$ cat src/rtl/median_frame_serializer.sv
// ---------------------------------------------------------------------------
// median_frame_serializer
//
// Purpose:
//   Takes one completed frame from the median filter as a parallel bus and
//   streams it out one pixel per beat over a valid/ready interface. Pixels
//   leave in row-major order. Each beat carries start-of-frame, end-of-line
//   and end-of-frame flags. The whole frame is captured in a single cycle, so
//   the filter upstream can start on its next frame while this one drains.
//
// Parameters:
//   R_I  image rows    (>= 1)
//   C_I  image columns (>= 1)
//   W_I  bits per pixel
//
// Ports:
//   clk        rising-edge clock
//   rst        synchronous, active-high reset (takes effect regardless of cen)
//   cen        clock enable; low freezes every register and every handshake
//   start      final_img holds a valid frame; capture request
//   s_ready    high while idle, i.e. start will be accepted
//   final_img  packed [R_I-1:0][C_I-1:0][W_I-1:0] input frame
//   m_valid    m_data and the flags carry a beat
//   m_ready    downstream accepts the current beat
//   m_data     pixel value
//   m_sof      beat is pixel [0][0]
//   m_eol      beat is the last column of a row
//   m_eof      beat is pixel [R_I-1][C_I-1]
//   busy       a frame is held and is being streamed
// ---------------------------------------------------------------------------
module median_frame_serializer #(
  parameter int R_I = 5,
  parameter int C_I = 5,
  parameter int W_I = 8
) (
  input  logic                               clk,
  input  logic                               rst,
  input  logic                               cen,
  input  logic                               start,
  output logic                               s_ready,
  input  logic [R_I-1:0][C_I-1:0][W_I-1:0]   final_img,
  output logic                               m_valid,
  input  logic                               m_ready,
  output logic [W_I-1:0]                     m_data,
  output logic                               m_sof,
  output logic                               m_eol,
  output logic                               m_eof,
  output logic                               busy
);

  // Position counters need at least one bit, even for a single row/column.
  localparam int RW = (R_I > 1) ? $clog2(R_I) : 1;
  localparam int CW = (C_I > 1) ? $clog2(C_I) : 1;

  localparam logic [RW-1:0] ROW_LAST = RW'(R_I - 1);
  localparam logic [CW-1:0] COL_LAST = CW'(C_I - 1);

  localparam logic [0:0] ST_IDLE   = 1'b0;
  localparam logic [0:0] ST_STREAM = 1'b1;

  typedef logic [R_I-1:0][C_I-1:0][W_I-1:0] frame_t;

  logic [0:0]    state_q, state_d;
  logic [RW-1:0] row_q,   row_d;
  logic [CW-1:0] col_q,   col_d;
  frame_t        frame_q, frame_d;

  logic at_row_last;
  logic at_col_last;

  assign at_row_last = (row_q == ROW_LAST);
  assign at_col_last = (col_q == COL_LAST);

  // -------------------------------------------------------------------------
  // Next-state logic
  // -------------------------------------------------------------------------
  always_comb begin
    // NOTE: every target gets a hold-value default first, so no path through
    // the case/if tree can leave one unassigned and infer a latch.
    state_d = state_q;
    row_d   = row_q;
    col_d   = col_q;
    frame_d = frame_q;

    if (cen) begin
      unique case (state_q)
        ST_IDLE: begin
          // Capture the whole frame at once; later changes on final_img are
          // invisible to the stream that follows.
          if (start) begin
            frame_d = final_img;
            row_d   = '0;
            col_d   = '0;
            state_d = ST_STREAM;
          end
        end

        ST_STREAM: begin
          // m_valid is always high here, so a transfer is simply m_ready.
          // start is deliberately not examined: requests while busy are
          // dropped, not queued.
          if (m_ready) begin
            if (at_col_last) begin
              col_d = '0;
              if (at_row_last) begin
                row_d   = '0;
                state_d = ST_IDLE;
              end else begin
                row_d = row_q + 1'b1;
              end
            end else begin
              col_d = col_q + 1'b1;
            end
          end
        end

        default: state_d = ST_IDLE;
      endcase
    end
  end

  // -------------------------------------------------------------------------
  // State registers
  // -------------------------------------------------------------------------
  // Reset wins over cen: the enable is folded into the next-state logic, so
  // a reset still lands while the block is otherwise frozen.
  always_ff @(posedge clk) begin
    if (rst) begin
      // NOTE: the frame store is reset as well; it is only R_I*C_I*W_I flops
      // and a defined value keeps m_data deterministic after reset.
      state_q <= ST_IDLE;
      row_q   <= '0;
      col_q   <= '0;
      frame_q <= '0;
    end else begin
      // NOTE: non-blocking assignments so every register samples the
      // pre-edge values computed above, independent of statement order.
      state_q <= state_d;
      row_q   <= row_d;
      col_q   <= col_d;
      frame_q <= frame_d;
    end
  end

  // -------------------------------------------------------------------------
  // Outputs
  // -------------------------------------------------------------------------
  // Everything below is a function of registered state only, so data and
  // flags hold steady through any m_ready stall.
  always_comb begin
    m_valid = (state_q == ST_STREAM);
    busy    = m_valid;
    s_ready = (state_q == ST_IDLE);
    m_data  = m_valid ? frame_q[row_q][col_q] : '0;
    m_sof   = m_valid && (row_q == '0) && (col_q == '0);
    m_eol   = m_valid && at_col_last;
    m_eof   = m_valid && at_row_last && at_col_last;
  end

endmodule

$ cat config.mk
export PLATFORM = sky130hd
export DESIGN_NAME = median_frame_serializer
export DESIGN_NICKNAME = d
export VERILOG_FILES = /design/src/rtl/median_frame_serializer.sv
export SDC_FILE = /design/constraint.sdc
export NUM_CORES = 1
export LEC_CHECK = 0
export BUFFER_PORTS_ARGS = -buffer_cell sky130_fd_sc_hd__clkbuf_2
export CORE_MARGIN = 4
export CORE_UTILIZATION = 50
export CTS_BUF_LIST = sky130_fd_sc_hd__clkbuf_4 sky130_fd_sc_hd__clkbuf_8
export CTS_CLUSTER_SIZE = 25
export DETAILED_ROUTE_END_ITERATION = 12
export GPL_TIMING_DRIVEN = 1
export PLACE_DENSITY = 0.8
export SYNTH_ARGS = -nofsm -noshare
export SYNTH_HDL_FRONTEND = slang
export SYNTH_SLANG_ARGS = --single-unit
$ cat constraint.sdc
create_clock -name clk -period 4.7 [get_ports clk]
set_input_delay 0.235 -clock clk [delete_from_list [all_inputs] [get_ports clk]]
set_output_delay 0.235 -clock clk [all_outputs]
set_load 0.01 [all_outputs]
* Word level (Yosys, flattened, before mapping) *
Cells that the tools add are included.
Widths: inputs -> output; s select.

storage, ports and cells
  output and inout port bits = 14
  word-level logic and storage cells = 66
  input bits = 205
  register bits after elaboration = 207

cells by class
  magnitude comparators = 2
  add/sub/neg operators = 2
  equal/unequal tests = 5
  bitwise operators = 1
  reductions and logical operators = 10
  multiplexer cells = 18

operators by type and width
  operator             count
  $bmux 40 s3          1
  $mux 40              1
  $bmux 8 s3           1
  $mux 3               6
  $mux 8               2
  $pmux 3 s2           2
  $lt 3x4->1 const B   2
  $add 3x1->3 const B  2
  $eq 3x3->1 const B   2
  $logic_not 3->1      2
  $reduce_and 3->1     2
  $logic_and 1x1->1    5
  $mux 1               4
  $ne 2x2->1 const B   2
  $reduce_and 4->1     1
  $ne 2x1->1 const B   1
  $pmux 1 s2           1
  $not 1->1            1

* Logic depth before layout (Yosys ltp) *
  depth after elaboration = 5
  depth in mapped cells = 11
  depth with buffers taken out = 7

* Least setup slack after synthesis *
OpenSTA, ideal clock, no wires.

  path type = register to register
  start point = register row_q[0]
  end point = register row_q[1]
  clock period less this slack = 1878 ps
  buffers on the path = 4
  slack = 2822 ps
  required time = 4630 ps
  arrival time = 1808 ps
  cell stages (with the launch flop) = 10
  library setup time = 70 ps
  cell sequence = dfxtp_1 > buf_6 > buf_6 > buf_4 > buf_4 > inv_1 > ha_1 > inv_1 > or3_1 > a21oi_1

between the ends
  longest elaborated chain between the ends = 5
  elaborated cells on any way between the ends = 6
  those cells by class = 1 x add/sub; 1 x eq/ne; 4 x mux

RTL lines
  what                                       RTL line  text
  from (decl)                                64        logic [RW-1:0] row_q, row_d;
  from (signal assigned)                     139       row_q <= row_d;
  $add 3x1->3 or $eq 3x3->1 (tied branches)  109, 71
  $mux 3 *                                   105       if (at_row_last) begin
  $mux 3 *                                   103       if (at_col_last) begin
  $mux 3 *                                   102       if (m_ready) begin
  $pmux 3 s2 *                               86        unique case (state_q)

Every way passes the cells marked *; elsewhere a longest branch is shown, timed or not. The select of a mux whose other input is x is not followed.
A chain may end at the register's enable or synchronous reset.

* Worst setup path in the final report *
  start point = register col_q[0]
  end point = output port m_data[2]

between the ends
  longest elaborated chain between the ends = 3

RTL lines
  what                          RTL line  text
  from (decl)                   65        logic [CW-1:0] col_q, col_d;
  from (signal assigned)        140       col_q <= col_d;
  $bmux 8 s3                    154       m_data = m_valid ? frame_q[row_q][col_q] : '0;
  $mux 8 (implied by the code)  154
  $mux 8                        154
  to (decl)                     44        output logic [W_I-1:0] m_data,

No other way between the ends. The select of a mux whose other input is x is not followed.

==> metrics.md <==
| Metric | Value |
|---|---|
| Met2 Wirelength | 15,900 um |
| CP peak stage delay | 0.85 ns |
| Post-Route WL | 31,800 um |
| Largest net degree at the start of global routing | 149 |
| IO Port Bufs | 218 |
| Final hold vios | 0 |
| Slew @ Worst Pin | 1.20 ns |
| Placement Setup Slack | 1.81 ns |
| Worst path bufs/invs | 1 |
| Slowest-stage cell, CP | dfxtp_1 |
| Pre-antenna DRT Iters | 6 |
| Placed cell count | 1,523 |
| HPWL Detailed | 17,900 um |
| Area Growth Syn to Fin | 41.0% |
| Site Rows | 49 |
| Final nets | 1,740 |
| CTS sink count | 207 |
| Clock Skew | 0.0171 ns |
| Status | completed |
| Via count | 9,698 |
| Post-synthesis area per instance | 7.80 um^2 |
| P per Cell Area | 329 nW/um^2 |
| R2R Path Start | busy$_SDFFE_PP0P_ |
| Skew-Pair Late Insertion Delay | 0.52 ns |
| Max IR drop VDD | 0.242 mV |
| Startpoint types | flop |
| Crit path DAT | 3.23 ns |
| Post-CTS Resized | 0 |
| Antenna violations before repair | 2 |
| Syn Nets | 1,375 |
| Vias in the first global route | 9,471 |
| Post-synth top area cell | dfxtp_1 |
| Synth unique cells | 32 |
| CP Max Fanout | 18 |
| Post-Syn Area | 9100 um^2 |
| Top routing layer used | met4 |
| Setup TNS | 0 ns |
| Lkg Pwr | 5.03 nW |
| Final worst slack | 1.23 ns |
| Clock Path Buffers | 3 |
| CP required | 4.47 ns |
| Most used cell, CP | o22ai_1 |
| Relative slew slack | 20.2% |
| # H-tree levels | 2 |
| Post-Synthesis Cells | 1,166 |
| Initial Util | 50.8% |
| Die height | 143 um |
| Met3 Wirelength | 2480 um |
| Synth area leaders | dfxtp_1 46%, nand2_1 17%, a21oi_1 12% |
| Syn. warnings | 0 |
| Overflow after GRT | 0 |
| Sequential area share after synthesis | 45.6% |
| Gr usage total | 30.0% |
| Clock-pin slew on the worst setup and hold paths | 0.06 ns |
| Die W | 143 um |
| First-pass GRT wire length | 48,500 um |
| Hold Crit Class | in -> reg |
| Fraction of layout cells with a size suffix above 1 | 20.8% |
| Worst Hold Launch | final_img[60] |
| Post-route minimum period | 3.47 ns |
| Worst setup path startpoint | col_q[0]$_SDFFE_PP0P_ |
| Fmax | 0.288 GHz |
| Routed vias/inst | 5.42 |
| Drt drc | 0 |
| Setup violators final | 0 |
| Max Cap Viol | 0 |
| CTS tree | built |
| Placer congestion estimate | 0.877 |
| Synth top area share | 45.6% |
| WL/cell | 17.8 um |
| RSZ-0062 raised after global routing | false |
| Initial DRC Count | 858 |
| CP Cell Sequence | or2_1, o22ai_1, a211oi_1, nor3_1, o22ai_1, clkbuf_2 |
| Period utilization | 73.8% |
| CORE AREA | 17,900 um^2 |
| Non-Filler Instances | 1,789 |
| Root Buffer | clkbuf_8 |
| Num CTS Buffers | 36 |
| IO Count | 219 |
| Wire length on met1 | 12,400 um |
| ANT nets after route | 0 |
| Die area | 20,400 um^2 |
| CP Capture Type | output pin |
| Delay-heaviest family, CP | compound AO/OA/AOI/OAI gates |
| Flops & latches, synth | 207 |
| Final Max Tran Viols | 0 |
| Critical Setup Path Class | reg -> out |
-- kinds of logic after synthesis --
group	after synthesis	share of synthesized area [%]
AND/OR/NAND/NOR	479	20.6
AO/OA/AOI/OAI	281	16.9
flip-flops	207	45.6
buffers and inverters	104	5.89
multiplexers	89	10.2
adder cells (fa/ha/maj)	4	0.550
XOR/XNOR	2	0.193
-- stage by stage --
| stage | total power [W] | hold slack (ns) | area (um^2) | util (%) |
|---|---|---|---|---|
| floorplan | 0.00219 | 0.371 | 9100 | - |
| global placement | 0.00235 | 0.438 | 10000 | 56.1 |
| detailed placement | 0.00235 | 0.446 | 10000 | 56.1 |
| CTS | 0.00421 | 0.00418 | 12800 | 71.6 |
| global route | 0.00438 | 0.000520 | 12800 | 71.6 |
| finish | 0.00422 | 0.0310 | 12800 | 71.7 |
-- cells in the mapped netlist (all sizes together) --
cell type / count
a211oi: 8
a21oi: 213
a22o: 16
and2: 3
and3: 1
and4: 1
buf: 65
clkbuf: 32
clkinv: 1
dfxtp: 207
ha: 4
inv: 6
mux2: 32
mux2i: 57
nand2: 418
nand2b: 5
nand3: 3
nor2: 15
nor2b: 3
nor3: 27
o21ai: 4
o22ai: 40
or2: 1
or3: 2
xnor2: 2
-- state kept, by name, indices dropped and copies added, names as in the netlist --
name	flops
row_q	3
col_q	3
busy	1
frame_q	200
-- area by class of cell --
class                           instances  area [um^2]
Inverter                                7         26.3
Multi-Input combinational cell        855         4430
Sequential cell                       207         4150
Timing Repair Buffer                  424         3150
Tap cell                              229          287
Fill cell                            1247         5070
Clock buffer                           57          716
Antenna cell                            4         10.0
Clock inverter                          6         60.1
-- final timing paths --
check                           slack, ns  cells after the start                       end
worst max-delay path                 1.23                      6                 m_data[2]
worst min-delay path                 0.03                      3  frame_q[60]$_SDFFE_PP0P_
worst min register to register       0.45                      2  frame_q[30]$_SDFFE_PP0P_
worst max register to register       1.98                      5  frame_q[57]$_SDFFE_PP0P_
-- worst min-delay path, cell delays in order --
cell and delay, ns:
clkbuf_2 0.09, nand2_1 0.10, a21oi_1 0.07
-- cell usage in the layout (no fill, tap or decap), drive strengths merged, types with 4 or more instances in the layout --
master / n
o22ai: 40
ha: 4
dfxtp: 207
diode: 4
a22o: 16
nor3: 27
mux2i: 57
inv: 6
o21ai: 4
a211oi: 8
buf: 8
mux2: 32
clkinv: 4
dlygate4sd3: 199
a21oi: 213
clkbuf: 274
nor2: 15
nand2: 418
nand2b: 5
-- what timing repair did --
item                                   CTS  global route
endpoints found under the hold margin  199             0
hold buffers                           199             0
buffers inserted                         0             0
-- layer usage --
| metal | up-vias | global-route usage [%] |
|---|---|---|
| met1 | 4483 | 36.2 |
| met2 | 487 | 52.2 |
| met4 | 0 | 11.5 |
| met3 | 72 | 6.40 |
| met5 | - | 0 |
| li1 | 4656 | - |
-- power by group --
| part | switching [W] | internal (W) | total (W) |
|---|---|---|---|
| logic | 0.000287 | 0.000292 | 0.000579 |
| registers | 0.0000578 | 0.00184 | 0.00190 |
| clock network | 0.000727 | 0.00102 | 0.00175 |
| total | 0.00107 | 0.00315 | 0.00422 |
Power figures use the tool's default switching activity.
